**config.mk**
```make
export PLATFORM = sky130hd
export DESIGN_NAME = divider_seq_flat
export DESIGN_NICKNAME = d
export VERILOG_FILES = /design/src/rtl/divider_if.sv /design/src/rtl/divider_seq.sv /design/src/flat_wrapper.sv
export SDC_FILE = /design/constraint.sdc
export NUM_CORES = 1
export LEC_CHECK = 0
export BUFFER_PORTS_ARGS = -buffer_cell sky130_fd_sc_hd__clkbuf_2
export CAP_MARGIN = 20
export CORE_MARGIN = 2
export CORE_UTILIZATION = 53
export CTS_BUF_LIST = sky130_fd_sc_hd__clkbuf_4 sky130_fd_sc_hd__clkbuf_8
export DETAILED_ROUTE_END_ITERATION = 12
export HOLD_SLACK_MARGIN = 0.03
export MAX_ROUTING_LAYER = met4
export PLACE_DENSITY = 0.75
export REMOVE_ABC_BUFFERS = 1
export SLEW_MARGIN = 20
export SYNTH_ARGS = -nofsm -noshare
export SYNTH_HDL_FRONTEND = slang
export SYNTH_SLANG_ARGS = --single-unit
```
**constraint.sdc**
```tcl
create_clock -name clk -period 2.8 [get_ports clk]
set_input_delay 0.14 -clock clk [delete_from_list [all_inputs] [get_ports clk]]
set_output_delay 0.14 -clock clk [all_outputs]
set_load 0.1 [all_outputs]
```
**src/rtl/divider_if.sv**
```systemverilog
// divider_if: start/operand and result/flag signals between ALU control and the sequential divider
interface divider_if #(parameter int N = 8);
    logic         start;
    logic [N-1:0] a;
    logic [N-1:0] b;
    logic         busy;
    logic         done;
    logic [N-1:0] quotient;
    logic [N-1:0] remainder;
    logic [3:0]   flags;
    modport master (output start, a, b, input busy, done, quotient, remainder, flags);
    modport slave  (input start, a, b, output busy, done, quotient, remainder, flags);
endinterface

```
**src/rtl/divider_seq.sv**
```systemverilog
// divider_seq: iterative unsigned restoring divider, one quotient bit per clock, flags {N,Z,C,V}
module divider_seq #(parameter int N = 8) (
    input logic clk,
    input logic rst,
    divider_if.slave bus
);
    localparam int CW = $clog2(N);
    typedef enum logic [1:0] {IDLE, CALC, DONE} state_t;
    state_t state;
    logic [N-1:0] rem, q, d, nq, nrem;
    logic [N:0] sh, trial;
    logic [CW-1:0] cnt;
    // q starts as the dividend and is shifted out MSB-first as quotient bits shift in
    always_comb begin
        sh = {rem, q[N-1]};
        trial = sh - {1'b0, d};
        nq = {q[N-2:0], ~trial[N]};
        nrem = trial[N] ? sh[N-1:0] : trial[N-1:0];
    end
    always_ff @(posedge clk or posedge rst) begin
        if (rst) begin
            state <= IDLE;
            rem <= '0;
            q <= '0;
            d <= '0;
            cnt <= '0;
            bus.busy <= 1'b0;
            bus.done <= 1'b0;
            bus.quotient <= '0;
            bus.remainder <= '0;
            bus.flags <= 4'b0000;
        end else begin
            case (state)
                IDLE: if (bus.start) begin
                    if (bus.b != '0) begin
                        q <= bus.a;
                        d <= bus.b;
                        rem <= '0;
                        cnt <= '0;
                        bus.busy <= 1'b1;
                        state <= CALC;
                    end else begin
                        bus.quotient <= '1;
                        bus.remainder <= bus.a;
                        bus.flags <= 4'b1001;
                        bus.done <= 1'b1;
                        state <= DONE;
                    end
                end
                CALC: begin
                    rem <= nrem;
                    q <= nq;
                    cnt <= cnt + 1'b1;
                    if (cnt == CW'(N - 1)) begin
                        bus.quotient <= nq;
                        bus.remainder <= nrem;
                        bus.flags <= {nq[N-1], nq == '0, 2'b00};
                        bus.busy <= 1'b0;
                        bus.done <= 1'b1;
                        state <= DONE;
                    end
                end
                DONE: begin
                    bus.done <= 1'b0;
                    state <= IDLE;
                end
                default: state <= IDLE;
            endcase
        end
    end
endmodule

```
**src/flat_wrapper.sv**
```systemverilog
// flat-port wrapper written by rule: the top's interface ports become plain ports
module divider_seq_flat 
#(parameter int N = 8)
  (clk, rst, bus_start, bus_a, bus_b, bus_busy, bus_done, bus_quotient, bus_remainder, bus_flags);
  divider_if #(.N(N)) bus_i ();
  input logic clk;
  input logic rst;
  input wire logic [$bits(bus_i.start)-1:0] bus_start;
  input wire logic [$bits(bus_i.a)-1:0] bus_a;
  input wire logic [$bits(bus_i.b)-1:0] bus_b;
  output wire logic [$bits(bus_i.busy)-1:0] bus_busy;
  output wire logic [$bits(bus_i.done)-1:0] bus_done;
  output wire logic [$bits(bus_i.quotient)-1:0] bus_quotient;
  output wire logic [$bits(bus_i.remainder)-1:0] bus_remainder;
  output wire logic [$bits(bus_i.flags)-1:0] bus_flags;
  assign bus_i.start = bus_start;
  assign bus_i.a = bus_a;
  assign bus_i.b = bus_b;
  assign bus_busy = bus_i.busy;
  assign bus_done = bus_i.done;
  assign bus_quotient = bus_i.quotient;
  assign bus_remainder = bus_i.remainder;
  assign bus_flags = bus_i.flags;
  divider_seq #(.N(N)) u_core (.clk(clk), .rst(rst), .bus(bus_i));
endmodule
```
# Word-level counts from Yosys, hierarchy flattened
# Index checks and enable logic that the tools add are counted.
dict set report classes {
  n_addsub 2
  n_eq_ne 7
  muxes 34
  bitwise 1
  n_reduce_logical 11
}
# op n
set op_table {}
lappend op_table {{8-bit 2-to-1 mux} 11}
lappend op_table {{8-bit case mux with 2 select lines} 4}
lappend op_table {{4-bit 2-to-1 mux} 3}
lappend op_table {{4-bit AND reduction} 3}
lappend op_table {{9-bit by 8-bit subtractor with 9-bit output} 1}
lappend op_table {{8-bit logical NOT} 1}
lappend op_table {{4-bit case mux with 2 select lines} 1}
lappend op_table {{8-bit nonzero test} 1}
lappend op_table {{1-bit 2-to-1 mux} 6}
lappend op_table {{2-bit 2-to-1 mux} 3}
lappend op_table {{3-bit 2-to-1 mux} 2}
lappend op_table {{3-bit case mux with 2 select lines} 1}
lappend op_table {{3-bit AND reduction} 2}
lappend op_table {{2-bit by 1-bit inequality test with 1-bit output, second input constant} 2}
lappend op_table {{2-bit inequality test, second input constant} 2}
lappend op_table {{2-bit case mux with 2 select lines} 1}
lappend op_table {{3-bit by 1-bit adder with 3-bit output, second input constant} 1}
lappend op_table {{3-bit == test, second input constant} 1}
lappend op_table {{1-bit case mux with 3 select lines} 1}
lappend op_table {{3-bit nonzero test} 1}
lappend op_table {{2-bit by 1-bit == test with 1-bit output, second input constant} 1}
lappend op_table {{2-bit == test, second input constant} 1}
lappend op_table {{2-bit logical NOT} 1}
lappend op_table {{1-bit case mux with 2 select lines} 1}
lappend op_table {{other kinds (3)} 3}
dict set report word_totals {
  register_bits 51
  input_bits 19
}

# Depth between registers and ports, before layout
# Gate-level depths: netlist of run 1.
dict set report depth {
  depth_word 5
  depth_mapped 10
  ltp_nobuf 10
}

# Worst setup path after synthesis of run 1
# OpenSTA, ideal clock, no wires.
dict set report synth_path {
  path_type {register to register}
  from {register u_core.q[7]}
  to {register u_core.bus.remainder[0]}
  t_arrival_ns 2.245
  path_slack_ns 0.427
  stages_incl_launch_ff 11
  path_buffers 0
  cell_sequence {dfrtp_1 -> inv_1 -> ha_1 -> inv_1 -> fa_1 -> a211oi_2 -> or4_4 -> nand3_1 -> a21oi_1 -> a211oi_2 -> o32a_2}
}
dict set report synth_between {
  elab_chain_len 4
}
# element line
set synth_lines {}
lappend synth_lines {{start, declared} divider_seq.sv:10} ;# logic [N-1:0] rem, q, d, nq, nrem;
lappend synth_lines {{start signal, assigned} divider_seq.sv:36} ;# q <= bus.a;
lappend synth_lines {{start signal, assigned} divider_seq.sv:52} ;# q <= nq;
lappend synth_lines {{9-bit by 8-bit subtractor with 9-bit output} divider_seq.sv:16} ;# trial = sh - {1'b0, d};
lappend synth_lines {{8-bit 2-to-1 mux *} divider_seq.sv:18} ;# nrem = trial[N] ? sh[N-1:0] : trial[N-1:0];
lappend synth_lines {{8-bit 2-to-1 mux *} divider_seq.sv:54} ;# if (cnt == CW'(N - 1)) begin
lappend synth_lines {{8-bit case mux with 2 select lines *} divider_seq.sv:33} ;# case (state)
lappend synth_lines {{end signal, assigned} divider_seq.sv:44} ;# bus.remainder <= bus.a;
lappend synth_lines {{end signal, assigned} divider_seq.sv:56} ;# bus.remainder <= nrem;
lappend synth_lines {{end, declared} divider_if.sv:12} ;# modport slave (input start, a, b, output busy, done, quotient, remainder, flags);
# Every way passes the cells marked *; elsewhere a longest branch is shown, timed or not. The select of a mux whose other input is x is not followed.
# A chain may end at the register's enable or synchronous reset.

# Worst setup path in the final report of run 1
# Same ends and word-level chain as after synthesis.

==> flow_metrics.tcl, run 1 <==
set metrics [dict create \
    clockRootBuffer "clkbuf_8" \
    synth-xor-area-share 0.0168 \
    drv_slew 0 \
    syn-cell-area_sq_um 2600 \
    avgViaCountPerCell 5.47 \
    gp_congestion 0.927 \
    tns_ns 0 \
    crit_arrival_ns 2.81 \
    routedWlPerCell_um 14.9 \
    fp.dieArea_sq_um 5480 \
    routed-via-count 2222 \
    antenna_found_initial 0 \
    start_kind "flop" \
    yosysSeqAreaShare 0.471 \
    netlist_instances 304 \
    synth_adder_area_share 0.0558 \
    synth_top_cell_area_share 0.471 \
    clock_latency_ns 0.31 \
    final_core_util 0.623 \
    final_cell_mix "nand2_1 (58), dfrtp_1 (49), clkbuf_2 (39), nor2_1 (37), a21oi_1 (28)" \
    synth-simple-area-share 0.211 \
    hold_viol 49 \
    status "finished, violations left" \
    drtAntennaViolNets 0 \
    synth_seq_cells 49 \
    maxCapViolCount 0 \
    relSlewSlack 0.438 \
    worstMarginPinSlew_ns 0.842 \
    start_util 0.551 \
    hold_class "input port to async pin" \
    final.fill_count 399 \
    cts_hold_buf 0 \
    synth_top_family_by_area "simple AND/OR/NAND/NOR gates" \
    overflow 0 \
    multiInputGateArea_sq_um 1270 \
    max_stage_delay_ns 0.41 \
    fp.dieW_um 74.1 \
    crit_buf_inv 2 \
    cts_buffer_depth 2 \
    violations "hold timing" \
    tritoncts "built" \
    synth_compound_area_frac 0.201 \
    grt_max_degree 50 \
    fmax_mhz 384 \
    finalSetupViolations 0 \
    fin_crit_ns 2.61 \
    yosysWarnings 0 \
    ioPinCount 41 \
    cts_buffers 5 \
    worst_setup_hold_path_clk_slew_ns 0.10 \
    synthMuxAreaShare 0 \
    drt_iter0_drc 202 \
    n_antenna_cell 0 \
    path_max_fanout 7 \
    drc 0 \
    cp_slowest_cell "dfrtp_1" \
    clkSinkCount 49 \
    syn_area_per_cell_sq_um 8.56 \
    register_area_sq_um 1230 \
    grt_pass1_wl_um 9800 \
    critical_path_class "flop to flop" \
    drive_above_1_share 0.186 \
    grt_use_total 0.242 \
    crit_family "compound AO/OA/AOI/OAI gates" \
    synth.distinct_cells 39 \
    yosysTopAreaCell "dfrtp_1" \
    cp_cell_sequence "inv_1, ha_1, inv_1, fa_1, a211oi_2, or4_4, nand3_1, a21oi_1, a211oi_2, o32a_2" \
    finalNonFillerCells 406 \
    area.growth.synth_to_final_pct 13.1 \
    grt_pass1_vias 1983 \
    dpl.hpwl_um 4470 \
    fin_hold_ws_ns -0.0708 \
    end_kind "flop" \
    period_share 0.931 \
    fin_skew_ns 0.00848 \
    layout_commonest_cell "nand2_1" \
    rows 25 \
    io_buffers 39 \
    dp_cells 398 \
    synth.area.top_cells "dfrtp_1 (47%), nand2_1 (8.4%), a21oi_1 (5.4%)" \
    die_y_um 74.1 \
    critPathRequiredTime_ns 3.00 \
    wirelength_um 6060 \
    dr.pass1.iters 5 \
    fin_nets 368 \
    core_sq_um 4720 \
    h-tree-depth 2 \
    rsz0062_at_grt "no" \
]
## registers in the layout (all words and copies together), names as in the netlist
name,cells
u_core.bus.remainder,8
u_core.d,8
u_core.q,8
u_core.rem,8
u_core.bus.quotient,7
u_core.bus.flags,3
u_core.cnt,3
u_core.state,2
u_core.bus.busy,1
u_core.bus.done,1
## through the flow
step	area, sq um	setup WS, ns
3_3_place_gp	2840	0.282
4_1_cts	2940	0.188
5_1_grt	2940	0.0659
3_5_place_dp	2840	0.216
6_report	2940	0.193
2_1_floorplan	2530	0.409
## timing repair
action | in CTS | in global routing
resized for setup | 0 | 1
setup buffers | 0 | 0
endpoints found under the setup margin | 0 | 5
## cells in the mapped netlist (all sizes together)
cell      n
o2111ai   4
conb      1
o211ai    1
xnor2     2
nor2b     3
a21boi    2
ha       10
a211oi    2
nand2b    4
nor2     39
o32a      3
or4       1
a32oi     1
nand4     1
o21ai    22
o22ai     2
clkbuf   12
buf       4
xor2      3
dfrtp    49
or2       3
nor4      4
a31oi    11
and2      1
nand3b    1
fa        1
o31ai     1
nor3      4
o21a      1
nand2    58
a21o      5
inv      11
nand3     8
a21oi    29
## worst reg2reg max path: stages, from the launching register on
cell and delay [ns]:
dfrtp_1 0.41, inv_1 0.06, ha_1 0.15, inv_1 0.05, fa_1 0.41, a211oi_2 0.30
or4_4 0.21, nand3_1 0.21, a21oi_1 0.24, a211oi_2 0.07, o32a_2 0.38
## path summary, 6_finish.rpt
kind / startpoint / end / slack (ns) / cells after the start
worst max-delay path: u_core.q[7] / u_core.bus.remainder[0] / 0.19 / 10
worst max register to register: u_core.q[7] / u_core.bus.remainder[0] / 0.19 / 10
min in group clk: bus_b[0] / u_core.d[0] / 0.04 / 3
max in group asynchronous: rst / u_core.bus.remainder[3] / 2.36 / 2
worst min-delay path: rst / u_core.d[4] / -0.07 / 2
worst min register to register: u_core.cnt[0] / u_core.cnt[0] / 0.51 / 1
## final cells by class
type,count,share of cell area
multi-input combinational,228,0.431
sequential,49,0.417
timing repair buffer,43,0.0766
tap,67,0.0285
clock buffer,5,0.0234
inverter,11,0.0145
clock inverter,3,0.00893
## per-layer routing
layer  GRT usage  share of wire
met5           -              0
met4      0.0465         0.0094
met3      0.0447          0.052
met2       0.359           0.45
met1       0.352           0.49
## cell families after synthesis
kind of cell,after synthesis
compound gates,84
xor+xnor,5
fa+ha+maj,11
buf+inv,27
flops,49
other cells,1
simple gates,127
Power of run 1 is left out: the tool's default activity adds up to more than one toggle a clock period on the data nets, which glitch-free logic cannot reach.
==> run 2, diff against run 1 <==
--- a/config.mk
+++ b/config.mk
@@ -9,3 +9,2 @@
 export CAP_MARGIN = 20
-export CORE_MARGIN = 2
 export CORE_UTILIZATION = 53
==> constraint.sdc (replaced) <==
create_clock -name clk -period 2.7 [get_ports clk]
set_input_delay 0.405 -clock clk [delete_from_list [all_inputs] [get_ports clk]]
set_output_delay 0.405 -clock clk [all_outputs]
set_load 0.1 [all_outputs]
==> flow_metrics.tcl, run 2 (same netlist as run 1, synthesis figures left out) <==
set metrics [dict create \
    status "finished, final reports clean" \
    final_core_util 0.629 \
    fin_nets 371 \
    worst_setup_hold_path_clk_slew_ns 0.09 \
    clock_latency_ns 0.31 \
    critical_path_class "flop to flop" \
    max_stage_delay_ns 0.43 \
    core_sq_um 4720 \
    post_cts_buffers 0 \
    start_kind "flop" \
    drc 0 \
    dpl.hpwl_um 4430 \
    cts_buffers 5 \
    io_buffers 39 \
    avgViaCountPerCell 5.54 \
    gp_congestion 0.949 \
    worstMarginPinSlew_ns 0.840 \
    ff2ff_path_depth 10 \
    drv_slew 0 \
    fp.dieW_um 72.1 \
    finalSetupViolations 0 \
    fin_crit_ns 2.61 \
    n_antenna_cell 0 \
    hold_viol 0 \
    rsz0062_at_grt "yes" \
    end_kind "flop" \
    critPathRequiredTime_ns 2.88 \
    dr.pass1.iters 4 \
    die_y_um 72.1 \
    grt_pass1_vias 2085 \
    h-tree-depth 2 \
    routed-via-count 2267 \
    ioPinCount 41 \
    layout_commonest_cell "nand2_1" \
    grt_pass1_wl_um 9870 \
    antenna_found_initial 0 \
    routedWlPerCell_um 14.6 \
    final_cell_mix "nand2_1 (58), dfrtp_1 (49), clkbuf_2 (39), nor2_1 (37), a21oi_1 (28)" \
    hold_class "input port to async pin" \
    rows 25 \
    cp_slowest_cell "fa_1" \
    fp.dieArea_sq_um 5190 \
    cp_cell_sequence "inv_1, ha_1, inv_1, fa_1, a211oi_4, nor4_1, o21ai_1, a21boi_0, o21ai_0, a21oi_1" \
    clkSinkCount 49 \
    relSlewSlack 0.440 \
    path_max_fanout 7 \
    area.growth.synth_to_final_pct 14.2 \
    grt_use_total 0.256 \
    wirelength_um 5990 \
    cp_common_cell "inv_1" \
    drive_above_1_share 0.193 \
    grt_max_degree 50 \
    tritoncts "built" \
    cts_buffer_depth 2 \
    overflow 0 \
    crit_arrival_ns 2.78 \
    clockRootBuffer "clkbuf_8" \
    period_share 0.966 \
    maxCapViolCount 0 \
    cts-resized-gates 0 \
    fin_skew_ns 0.00794 \
    drtAntennaViolNets 0 \
    fmax_mhz 383 \
    cts_hold_buf 0 \
    start_util 0.551 \
    drt_iter0_drc 185 \
]
run 2: changes by cell type in the layout (fill, tap and decap cells not counted), sizes merged:
| cell | before | now |
|---|---|---|
| clkinv | 1 | 2 |
| buf | 4 | 7 |
| clkinvlp | 2 | 0 |
| clkbuf | 44 | 45 |
run 2: final cells by class:
class | instances | area, sq um
clock buffer | 6 | 82.6
clock inverter | 2 | 13.8
fill | 402 | 1750
inverter | 11 | 41.3
multi-input combinational | 228 | 1280
sequential | 49 | 1230
tap | 67 | 83.8
timing repair buffer | 46 | 248
run 2: worst max-delay path, delay by kind of cell, from the launching register on:
kind / cells / cell delay, ns
adder cells (fa/ha/maj): 2 / 0.58
buffers and inverters: 2 / 0.12
AO/OA/AOI/OAI: 5 / 1.26
flip-flops: 1 / 0.40
AND/OR/NAND/NOR: 1 / 0.12
run 2: per-stage QoR:
stage | cells | hold slack (ns) | area (sq um) | TNS (ns) | worst slack, ns
floorplan | 288 | 0.452 | 2530 | 0 | 0.309
global placement | 401 | 0.488 | 2860 | 0 | 0.170
detailed placement | 401 | 0.492 | 2860 | 0 | 0.0521
CTS | 409 | 0.254 | 2960 | 0 | 0.0504
global route | 409 | 0.301 | 2970 | -0.207 | -0.0597
finish | 409 | 0.236 | 2970 | 0 | 0.0922
run 2: path summary, 6_finish.rpt:
| kind | from | to | slack, ns |
|---|---|---|---|
| hold / removal | rst | u_core.d[7] | 0.24 |
| hold reg to reg | u_core.cnt[0] | u_core.cnt[0] | 0.51 |
| max in group asynchronous | rst | u_core.rem[7] | 2.06 |
| min in group clk | bus_b[1] | u_core.d[1] | 0.32 |
| setup reg to reg | u_core.q[7] | u_core.bus.remainder[4] | 0.09 |
| setup / recovery | u_core.q[7] | u_core.bus.remainder[4] | 0.09 |
run 2: per-layer routing:
| metal | part of all wire | global-route usage | wire length [um] |
|---|---|---|---|
| met4 | 0.0085 | 0.0741 | 51 |
| met5 | 0 | - | 0 |
| met1 | 0.48 | 0.361 | 2900 |
| met3 | 0.057 | 0.0528 | 344 |
| met2 | 0.45 | 0.376 | 2690 |
Power of run 2 is left out for the same reason.
==> run 3, diff against run 2 <==
- clock period: 2.7 -> 2.9 ns (I/O delays scaled with it)
==> flow_metrics.tcl, run 3 (same netlist as run 1, synthesis figures left out) <==
set metrics [dict create \
    period_share 0.886 \
    fin_nets 365 \
    crit_family "compound AO/OA/AOI/OAI gates" \
    drt_iter0_drc 277 \
    critPathRequiredTime_ns 3.11 \
    drive_above_1_share 0.179 \
    start_util 0.551 \
    overflow 0 \
    rows 25 \
    grt_pass1_wl_um 9690 \
    cts_buffers 5 \
    finalSetupViolations 0 \
    h-tree-depth 2 \
    placed_cell_area_sq_um 2820 \
    tns_ns 0 \
    area.growth.synth_to_final_pct 12.1 \
    hold_viol 0 \
    layout_commonest_cell "nand2_1" \
    worstMarginPinSlew_ns 0.872 \
    fin_skew_ns 0.0123 \
    cp_cell_sequence "inv_1, ha_1, inv_1, fa_1, a211oi_2, or4_4, nand3_1, a21oi_1, a211oi_2, o32a_2" \
    hold_class "input port to async pin" \
    io_buffers 39 \
    avgViaCountPerCell 5.52 \
    relSlewSlack 0.419 \
    tritoncts "built" \
    fmax_mhz 389 \
    core_sq_um 4720 \
    fin_crit_ns 2.57 \
    r2r_slack_ns 0.33 \
    n_antenna_cell 0 \
    grt_max_degree 50 \
    path_max_fanout 7 \
    worst_setup_hold_path_clk_slew_ns 0.10 \
    status "finished, final reports clean" \
    maxCapViolCount 0 \
    dpl.hpwl_um 4310 \
    end_kind "flop" \
    crit_buf_inv 2 \
    grt_pass1_vias 2049 \
    final_cell_mix "nand2_1 (58), dfrtp_1 (49), clkbuf_2 (39), nor2_1 (37), a21oi_1 (28)" \
    critical_path_class "flop to flop" \
    crit_arrival_ns 2.78 \
    clock_latency_ns 0.32 \
    final_core_util 0.617 \
    design_area_sq_um 2920 \
    cts_buffer_depth 2 \
    reg2reg_from "u_core.q[7]" \
    ff2ff_path_depth 10 \
    wirelength_um 5960 \
    gp_congestion 0.943 \
    fp.dieArea_sq_um 5190 \
    timing.rr.end "u_core.bus.remainder[0]" \
    ioPinCount 41 \
    drc 0 \
    fp.dieW_um 72.1 \
    die_y_um 72.1 \
    routed-via-count 2223 \
    drtAntennaViolNets 0 \
    clockRootBuffer "clkbuf_8" \
    final.fill_count 406 \
    start_kind "flop" \
    cts_hold_buf 0 \
    grt_use_total 0.252 \
    max_stage_delay_ns 0.41 \
    cp_slowest_cell "fa_1" \
    routedWlPerCell_um 14.8 \
    antenna_found_initial 0 \
    drv_slew 0 \
    clkSinkCount 49 \
    rsz0062_at_grt "no" \
    dr.pass1.iters 4 \
]
==> run 3: timing repair <==
item                                    in CTS  in global routing
endpoints found under the hold margin        0                  0
setup buffers                                0                  0
endpoints found under the setup margin       0                  1
resized for setup                            0                  1
==> run 3: worst max path at each step <==
stage / start / to / slack, ns / depth (start not counted)
after CTS: u_core.q[7] / u_core.bus.remainder[0] / 0.27 / 10
after global placement: u_core.q[7] / u_core.bus.remainder[0] / 0.36 / 10
after global routing: u_core.q[7] / u_core.bus.remainder[0] / 0.08 / 10
after detailed placement: u_core.q[7] / u_core.bus.remainder[0] / 0.27 / 10
final: u_core.q[7] / u_core.bus.remainder[0] / 0.33 / 10
after floorplan: u_core.q[7] / u_core.bus.remainder[0] / 0.51 / 10
==> run 3: metal layers <==
metal  share of wire  vias to the layer above  wire length [um]  global-route usage
li1                -                     1112                 -                   -
met1            0.48                     1035              2860               0.358
met2            0.45                       65              2670               0.357
met3           0.054                       11               323              0.0444
met4           0.019                        0               113               0.102
met5               0                        -                 0                   -
==> run 3: cell type report <==
cell class	instances	area (sq um)	area share
inverters	11	42.5	0.0146
flip-flops and latches	49	1230	0.421
clock buffers	5	68.8	0.0236
multi-input cells	228	1270	0.435
well taps	67	83.8	0.0288
repair buffers	40	203	0.0695
clock inverters	3	22.5	0.00773
==> run 3: through the flow <==
step | cells | hold WS [ns] | setup slack, ns
final | 403 | 0.226 | 0.331
after global routing | 403 | 0.301 | 0.0756
after CTS | 403 | 0.332 | 0.268
after detailed placement | 395 | 0.488 | 0.273
after global placement | 395 | 0.488 | 0.361
after floorplan | 288 | 0.452 | 0.509
Power of run 3 is left out for the same reason.
